File: src/rtl/gcd_req_arbiter.sv
// Round-robin front end that shares one GCD engine among NREQ requesters.
// Optional watchdog on the engine wait is enabled by defining GCD_ARB_TIMEOUT_EN.
module gcd_req_arbiter #(
  parameter int NREQ           = 4,
  parameter int WIDTH          = 32,
  parameter int TIMEOUT_CYCLES = 4096
) (
  input  logic                    clk,
  input  logic                    rst,
  input  logic [NREQ-1:0]         req_valid,
  output logic [NREQ-1:0]         req_ready,
  input  logic [NREQ*WIDTH-1:0]   req_a,
  input  logic [NREQ*WIDTH-1:0]   req_b,
  output logic                    eng_go,
  output logic [WIDTH-1:0]        eng_a,
  output logic [WIDTH-1:0]        eng_b,
  input  logic                    eng_done,
  input  logic [WIDTH-1:0]        eng_gcd,
  output logic                    rsp_valid,
  input  logic                    rsp_ready,
  output logic [WIDTH-1:0]        rsp_gcd,
  output logic [$clog2(NREQ)-1:0] rsp_id,
  output logic                    rsp_err,
  output logic                    busy
);

  localparam int IDW = $clog2(NREQ);

  typedef enum logic [1:0] {
    IDLE   = 2'd0,
    LAUNCH = 2'd1,
    WAIT   = 2'd2,
    RESP   = 2'd3
  } state_t;

  state_t             r_state;
  state_t             w_state_next;
  logic [IDW-1:0]     r_rr_ptr;
  logic [WIDTH-1:0]   r_eng_a;
  logic [WIDTH-1:0]   r_eng_b;
  logic [WIDTH-1:0]   r_rsp_gcd;
  logic [IDW-1:0]     r_rsp_id;

  logic [WIDTH-1:0]   w_op_a [NREQ];
  logic [WIDTH-1:0]   w_op_b [NREQ];
  logic [IDW-1:0]     w_cand [NREQ];
  logic               w_found;
  logic [IDW-1:0]     w_grant;
  logic [IDW-1:0]     w_ptr_next;
  logic [WIDTH-1:0]   w_sel_a;
  logic [WIDTH-1:0]   w_sel_b;
  logic               w_zero;
  logic [WIDTH-1:0]   w_bypass_gcd;
  logic               w_accept;
  logic               w_timeout_hit;

  // w_cand[k] is the requester examined k-th, starting at the round-robin pointer.
  for (genvar gi = 0; gi < NREQ; gi++) begin : g_unpack
    assign w_op_a[gi] = req_a[gi*WIDTH +: WIDTH];
    assign w_op_b[gi] = req_b[gi*WIDTH +: WIDTH];
    assign w_cand[gi] = (int'(r_rr_ptr) + gi >= NREQ) ? IDW'(int'(r_rr_ptr) + gi - NREQ)
                                                      : IDW'(int'(r_rr_ptr) + gi);
  end

  // Scan from farthest to nearest so the candidate closest to the pointer wins.
  always_comb begin
    w_found = 1'b0;
    w_grant = '0;
    for (int k = NREQ - 1; k >= 0; k--) begin
      if (req_valid[w_cand[k]]) begin
        w_found = 1'b1;
        w_grant = w_cand[k];
      end
    end
  end

  assign w_sel_a      = w_op_a[w_grant];
  assign w_sel_b      = w_op_b[w_grant];
  assign w_zero       = (w_sel_a == '0) || (w_sel_b == '0);
  assign w_bypass_gcd = (w_sel_a == '0) ? w_sel_b : w_sel_a;
  assign w_ptr_next   = (w_grant == IDW'(NREQ - 1)) ? '0 : w_grant + IDW'(1);
  assign w_accept     = (r_state == IDLE) && w_found && !rst;

  always_comb begin
    w_state_next = r_state;
    req_ready    = '0;
    eng_go       = 1'b0;
    rsp_valid    = 1'b0;
    case (r_state)
      IDLE: begin
        if (w_accept) begin
          req_ready[w_grant] = 1'b1;
          w_state_next       = w_zero ? RESP : LAUNCH;
        end
      end
      LAUNCH: begin
        eng_go       = 1'b1;
        w_state_next = WAIT;
      end
      WAIT: begin
        if (eng_done || w_timeout_hit) begin
          w_state_next = RESP;
        end
      end
      RESP: begin
        rsp_valid = 1'b1;
        if (rsp_ready) begin
          w_state_next = IDLE;
        end
      end
      default: w_state_next = IDLE;
    endcase
  end

  always_ff @(posedge clk) begin
    if (rst) begin
      r_state <= IDLE;
    end else begin
      r_state <= w_state_next;
    end
  end

  always_ff @(posedge clk) begin
    if (rst) begin
      r_rr_ptr  <= '0;
      r_eng_a   <= '0;
      r_eng_b   <= '0;
      r_rsp_gcd <= '0;
      r_rsp_id  <= '0;
    end else begin
      if (w_accept) begin
        r_eng_a  <= w_sel_a;
        r_eng_b  <= w_sel_b;
        r_rsp_id <= w_grant;
        r_rr_ptr <= w_ptr_next;
        if (w_zero) begin
          r_rsp_gcd <= w_bypass_gcd;
        end
      end
      if (r_state == WAIT) begin
        if (eng_done) begin
          r_rsp_gcd <= eng_gcd;
        end else if (w_timeout_hit) begin
          r_rsp_gcd <= '0;
        end
      end
    end
  end

`ifdef GCD_ARB_TIMEOUT_EN
  logic [31:0] r_to_cnt;
  logic        r_rsp_err;

  // Counts cycles spent in WAIT; fires on the TIMEOUT_CYCLES-th cycle without eng_done.
  assign w_timeout_hit = (r_state == WAIT) && !eng_done &&
                         (r_to_cnt >= 32'(TIMEOUT_CYCLES - 1));

  always_ff @(posedge clk) begin
    if (rst || (r_state != WAIT)) begin
      r_to_cnt <= '0;
    end else begin
      r_to_cnt <= r_to_cnt + 32'd1;
    end
  end

  always_ff @(posedge clk) begin
    if (rst) begin
      r_rsp_err <= 1'b0;
    end else if (w_accept) begin
      r_rsp_err <= 1'b0;
    end else if (r_state == WAIT) begin
      if (eng_done) begin
        r_rsp_err <= 1'b0;
      end else if (w_timeout_hit) begin
        r_rsp_err <= 1'b1;
      end
    end
  end

  assign rsp_err = r_rsp_err;
`else
  assign w_timeout_hit = 1'b0;
  assign rsp_err       = 1'b0;
`endif

  assign eng_a   = r_eng_a;
  assign eng_b   = r_eng_b;
  assign rsp_gcd = r_rsp_gcd;
  assign rsp_id  = r_rsp_id;
  assign busy    = (r_state != IDLE);

endmodule

File: config.mk
export PLATFORM = sky130hd
export DESIGN_NAME = gcd_req_arbiter
export DESIGN_NICKNAME = d
export VERILOG_FILES = /design/src/rtl/gcd_req_arbiter.sv
export SDC_FILE = /design/constraint.sdc
export NUM_CORES = 1
export LEC_CHECK = 0
export BUFFER_PORTS_ARGS = -buffer_cell sky130_fd_sc_hd__buf_2
export CORE_AREA = 2 2 157 159
export DETAILED_ROUTE_END_ITERATION = 10
export DIE_AREA = 0 0 159 161
export PLACE_DENSITY = 0.64
export SLEW_MARGIN = 5
export SYNTH_ARGS = -nofsm -noshare
export SYNTH_HDL_FRONTEND = slang
export SYNTH_SLANG_ARGS = --single-unit
export TNS_END_PERCENT = 1
File: constraint.sdc
create_clock -name clk -period 3.8 [get_ports clk]
set_input_delay 0.38 -clock clk [delete_from_list [all_inputs] [get_ports clk]]
set_output_delay 0.38 -clock clk [all_outputs]
set_load 0.005 [all_outputs]
==> results.py <==
metrics = {
    "global_routing": {
        "grt_start_max_net_pins": 76,
        "grtUsageTotal_pct": 31.63,
        "grt_pass1_wl_um": 61860,
        "grt_overflow": 0,
        "grt_pass1_vias": 10140,
        "grt_antenna_before_repair": 6,
    },
    "sta": {
        "drv_slew": 0,
        "fin_crit_ps": 3651,
        "setup_slack_ps": 149.0,
        "setup_violations": 0,
        "max-slew-margin-rel_pct": 42.98,
        "tns_ps": 0,
        "skew_ps": 10.35,
        "hold_viol": 0,
        "worst_pin_slew_ps": 854.4,
        "max_freq_ghz": 0.2739,
        "period_share_pct": 96.08,
    },
    "cts": {
        "path_clk_slew_ps": 80,
        "cts_hold_buf": 0,
        "htree_levels": 3,
        "clock-sinks": 102,
        "numCtsBuffers": 9,
        "cts_tree": "done",
        "clock_latency_ps": 360,
        "root_buffer": "clkbuf_16",
        "cts_buffer_depth": 2,
    },
    "setup_path": {
        "rrSetupSlack_ps": 150,
        "start_kind": "register",
        "cp_max_fo": 29,
        "reg2reg_from": "r_rr_ptr[0]",
        "path_class": "reg -> reg",
        "worstRegToRegCells": 13,
        "critical_path.endpoint": "rsp_gcd[1]",
        "arrival_ps": 3920,
        "cp.required_ps": 4070,
        "timing.rr.end": "rsp_gcd[1]",
        "critPathLaunch": "r_rr_ptr[0]",
        "worstSetupEndpointType": "register",
    },
    "routing": {
        "drt-pass1-iter-count": 5,
        "wl_um": 42310,
        "wl_per_cell_um": 22.98,
        "num_vias": 10900,
        "drc_errors": 0,
        "routed_via_density": 5.919,
        "postRouteAntennaNets": 0,
        "drtIter0Drc": 1039,
    },
    "status": {
        "outcome": "completed",
    },
    "synthesis": {
        "ys_warn_count": 0,
        "synth_edf_count": 0,
        "syn_nets": 1431,
        "synthCells": 1127,
        "synth_flop_cell": "dfxtp_1",
        "synth.yosys.seq_area_share_pct": 24.41,
        "async_flop_share_pct": 0,
        "synth-seq-cells": 102,
        "synth_cell_types": 51,
        "syn_avg_cell_area_um2": 7.422,
        "syn-cell-area_mm2": 0.008364,
    },
    "die": {
        "die_area_mm2": 0.02560,
        "ios": 402,
        "fp.dieW_um": 159,
        "start_util_pct": 34.90,
        "die_h_um": 161,
        "rows": 57,
        "core_mm2": 0.02396,
    },
    "final_layout": {
        "drive_gt1_share_pct": 38.25,
        "area_growth_pct": 38.07,
        "utilization_pct": 48.19,
        "finalNetCount": 1810,
        "fin_cells": 1841,
    },
    "placement": {
        "portBuffers": 400,
        "place_inst": 1818,
        "post-dp-hpwl_um": 32860,
        "post-place-ws_ps": -135.0,
        "place_congestion": 0.9194,
    },
    "min_path": {
        "hold_path.class": "in -> reg",
    },
    "power_and_ir_drop": {
        "powerDensity_mw_per_mm2": 774.2,
        "p_leak_nw": 5.298,
        "vdd_drop_max_v": 0.0002967,
    },
    "flow_run": {
        "cap_violations": 0,
    },
}
==> layout by cell type, fill, tap and decap left out, drive strengths merged, types with 8 or more instances in the layout <==
cell type and n:
nor4 54, a21boi 48, o32ai 41, nor3b 51
a22o 10, inv 8, nand4 11, dfxtp 102
o221ai 32, buf 508, nand2 139, a2bb2oi 32
ha 8, and3 93, a21oi 95, o21ai 9
clkbuf 9, nor2 111, nand3 16, o21a 23
a221o 44
==> flip-flops by register name, indices dropped and copies added, names as in the netlist <==
| register | count |
|---|---|
| r_rr_ptr | 2 |
| eng_b | 32 |
| rsp_gcd | 32 |
| r_state | 2 |
| eng_a | 32 |
| rsp_id | 2 |
==> worst max-delay path: stages, from the launching register on <==
cell and delay, ps:
dfxtp_2 410, nor2b_4 60, buf_4 140, a211o_2 350
buf_4 260, a221oi_1 400, a32oi_1 250, nor4_1 470
nand4_1 230, nor4_2 290, buf_4 180, o211ai_4 110
buf_12 220, o221ai_2 180
==> cells in the mapped netlist, types with 4 or more instances <==
| cell type | count | area [um2] |
|---|---|---|
| nor4_1 | 53 | 331.6 |
| buf_2 | 7 | 35.03 |
| and3_1 | 93 | 581.8 |
| buf_1 | 10 | 37.54 |
| and2_1 | 4 | 25.02 |
| nor2b_1 | 5 | 31.28 |
| ha_1 | 8 | 100.1 |
| a21oi_1 | 95 | 475.5 |
| a2bb2oi_1 | 32 | 280.3 |
| nor2_1 | 110 | 412.9 |
| o32a_1 | 7 | 70.07 |
| clkbuf_1 | 110 | 412.9 |
| a22o_1 | 10 | 87.58 |
| o21a_1 | 23 | 172.7 |
| a221oi_1 | 7 | 61.31 |
| buf_6 | 10 | 112.6 |
| a221o_1 | 44 | 440.4 |
| a211oi_1 | 6 | 45.04 |
| a32oi_1 | 7 | 61.31 |
| inv_1 | 5 | 18.77 |
| o21ai_0 | 9 | 45.04 |
| nand2_1 | 139 | 521.8 |
| dfxtp_1 | 102 | 2042 |
| nand3_1 | 16 | 80.08 |
| a21boi_0 | 48 | 360.4 |
| o32ai_1 | 41 | 359.1 |
| o221ai_2 | 27 | 405.4 |
| o221ai_1 | 5 | 43.79 |
| nor3b_1 | 51 | 382.9 |
| nand4_1 | 11 | 68.82 |
| buf_4 | 4 | 30.03 |
==> power breakdown <==
| part | total, mW | switching (mW) | internal [mW] |
|---|---|---|---|
| sequential | 1.72 | 0.254 | 1.46 |
| combinational | 6.21 | 3.65 | 2.57 |
| clock | 1.01 | 0.482 | 0.529 |
| total | 8.94 | 4.38 | 4.56 |
==> stage by stage <==
stage / total power, mW / hold slack [ps] / area, um2
finish: 8.941 / 231.7 / 11550
floorplan: 5.030 / 452.7 / 8364
global route: 9.517 / 225.7 / 11540
CTS: 8.913 / 220.1 / 11530
global placement: 7.793 / 441.2 / 11180
detailed placement: 7.856 / 447.9 / 11180
==> how the worst min path moves through the flow <==
stage / to / from / slack (ps) / cells after the start
6_report: rsp_gcd[22] / eng_gcd[22] / 230 / 3
5_1_grt: rsp_gcd[22] / eng_gcd[22] / 230 / 3
2_1_floorplan: eng_a[15] / eng_a[15] / 450 / 2
3_5_place_dp: eng_a[6] / eng_a[6] / 450 / 2
3_3_place_gp: eng_b[6] / eng_b[6] / 440 / 2
4_1_cts: rsp_gcd[22] / eng_gcd[22] / 220 / 3
==> layout make-up <==
class | instances | area, um2
repair buffers | 508 | 2950
flip-flops and latches | 102 | 2047
inverters | 6 | 22.52
well taps | 324 | 405.4
fillers | 2475 | 12410
clock buffers | 9 | 225.2
clock inverters | 7 | 91.34
multi-input cells | 879 | 5792
diodes | 6 | 15.01
==> cell families after synthesis <==
| kind of cell | count (synthesis) | synth area share (%) |
|---|---|---|
| AND/OR/NAND/NOR | 500 | 30.79 |
| AO/OA/AOI/OAI | 369 | 35.78 |
| buffers and inverters | 147 | 7.779 |
| flip-flops | 102 | 24.41 |
| adder cells (fa/ha/maj) | 8 | 1.197 |
| other | 1 | 0.04483 |
==> layer usage <==
metal	global-route usage, %	up-vias	wire, um	part of all wire (%)
met4	12.44	0	1663	3.9
li1	-	5057	-	-
met3	6.831	74	3973	9.4
met2	51.52	656	19480	46
met5	0	-	0	0
met1	40.99	5110	17200	41
==> repair_timing <==
item	in CTS	in global routing
pin swaps	1	0
gates cloned	1	0
setup buffers	0	0
setup endpoints to repair	32	33
gates resized for setup	3	2
No activity file was read; power rests on OpenSTA's default activity.
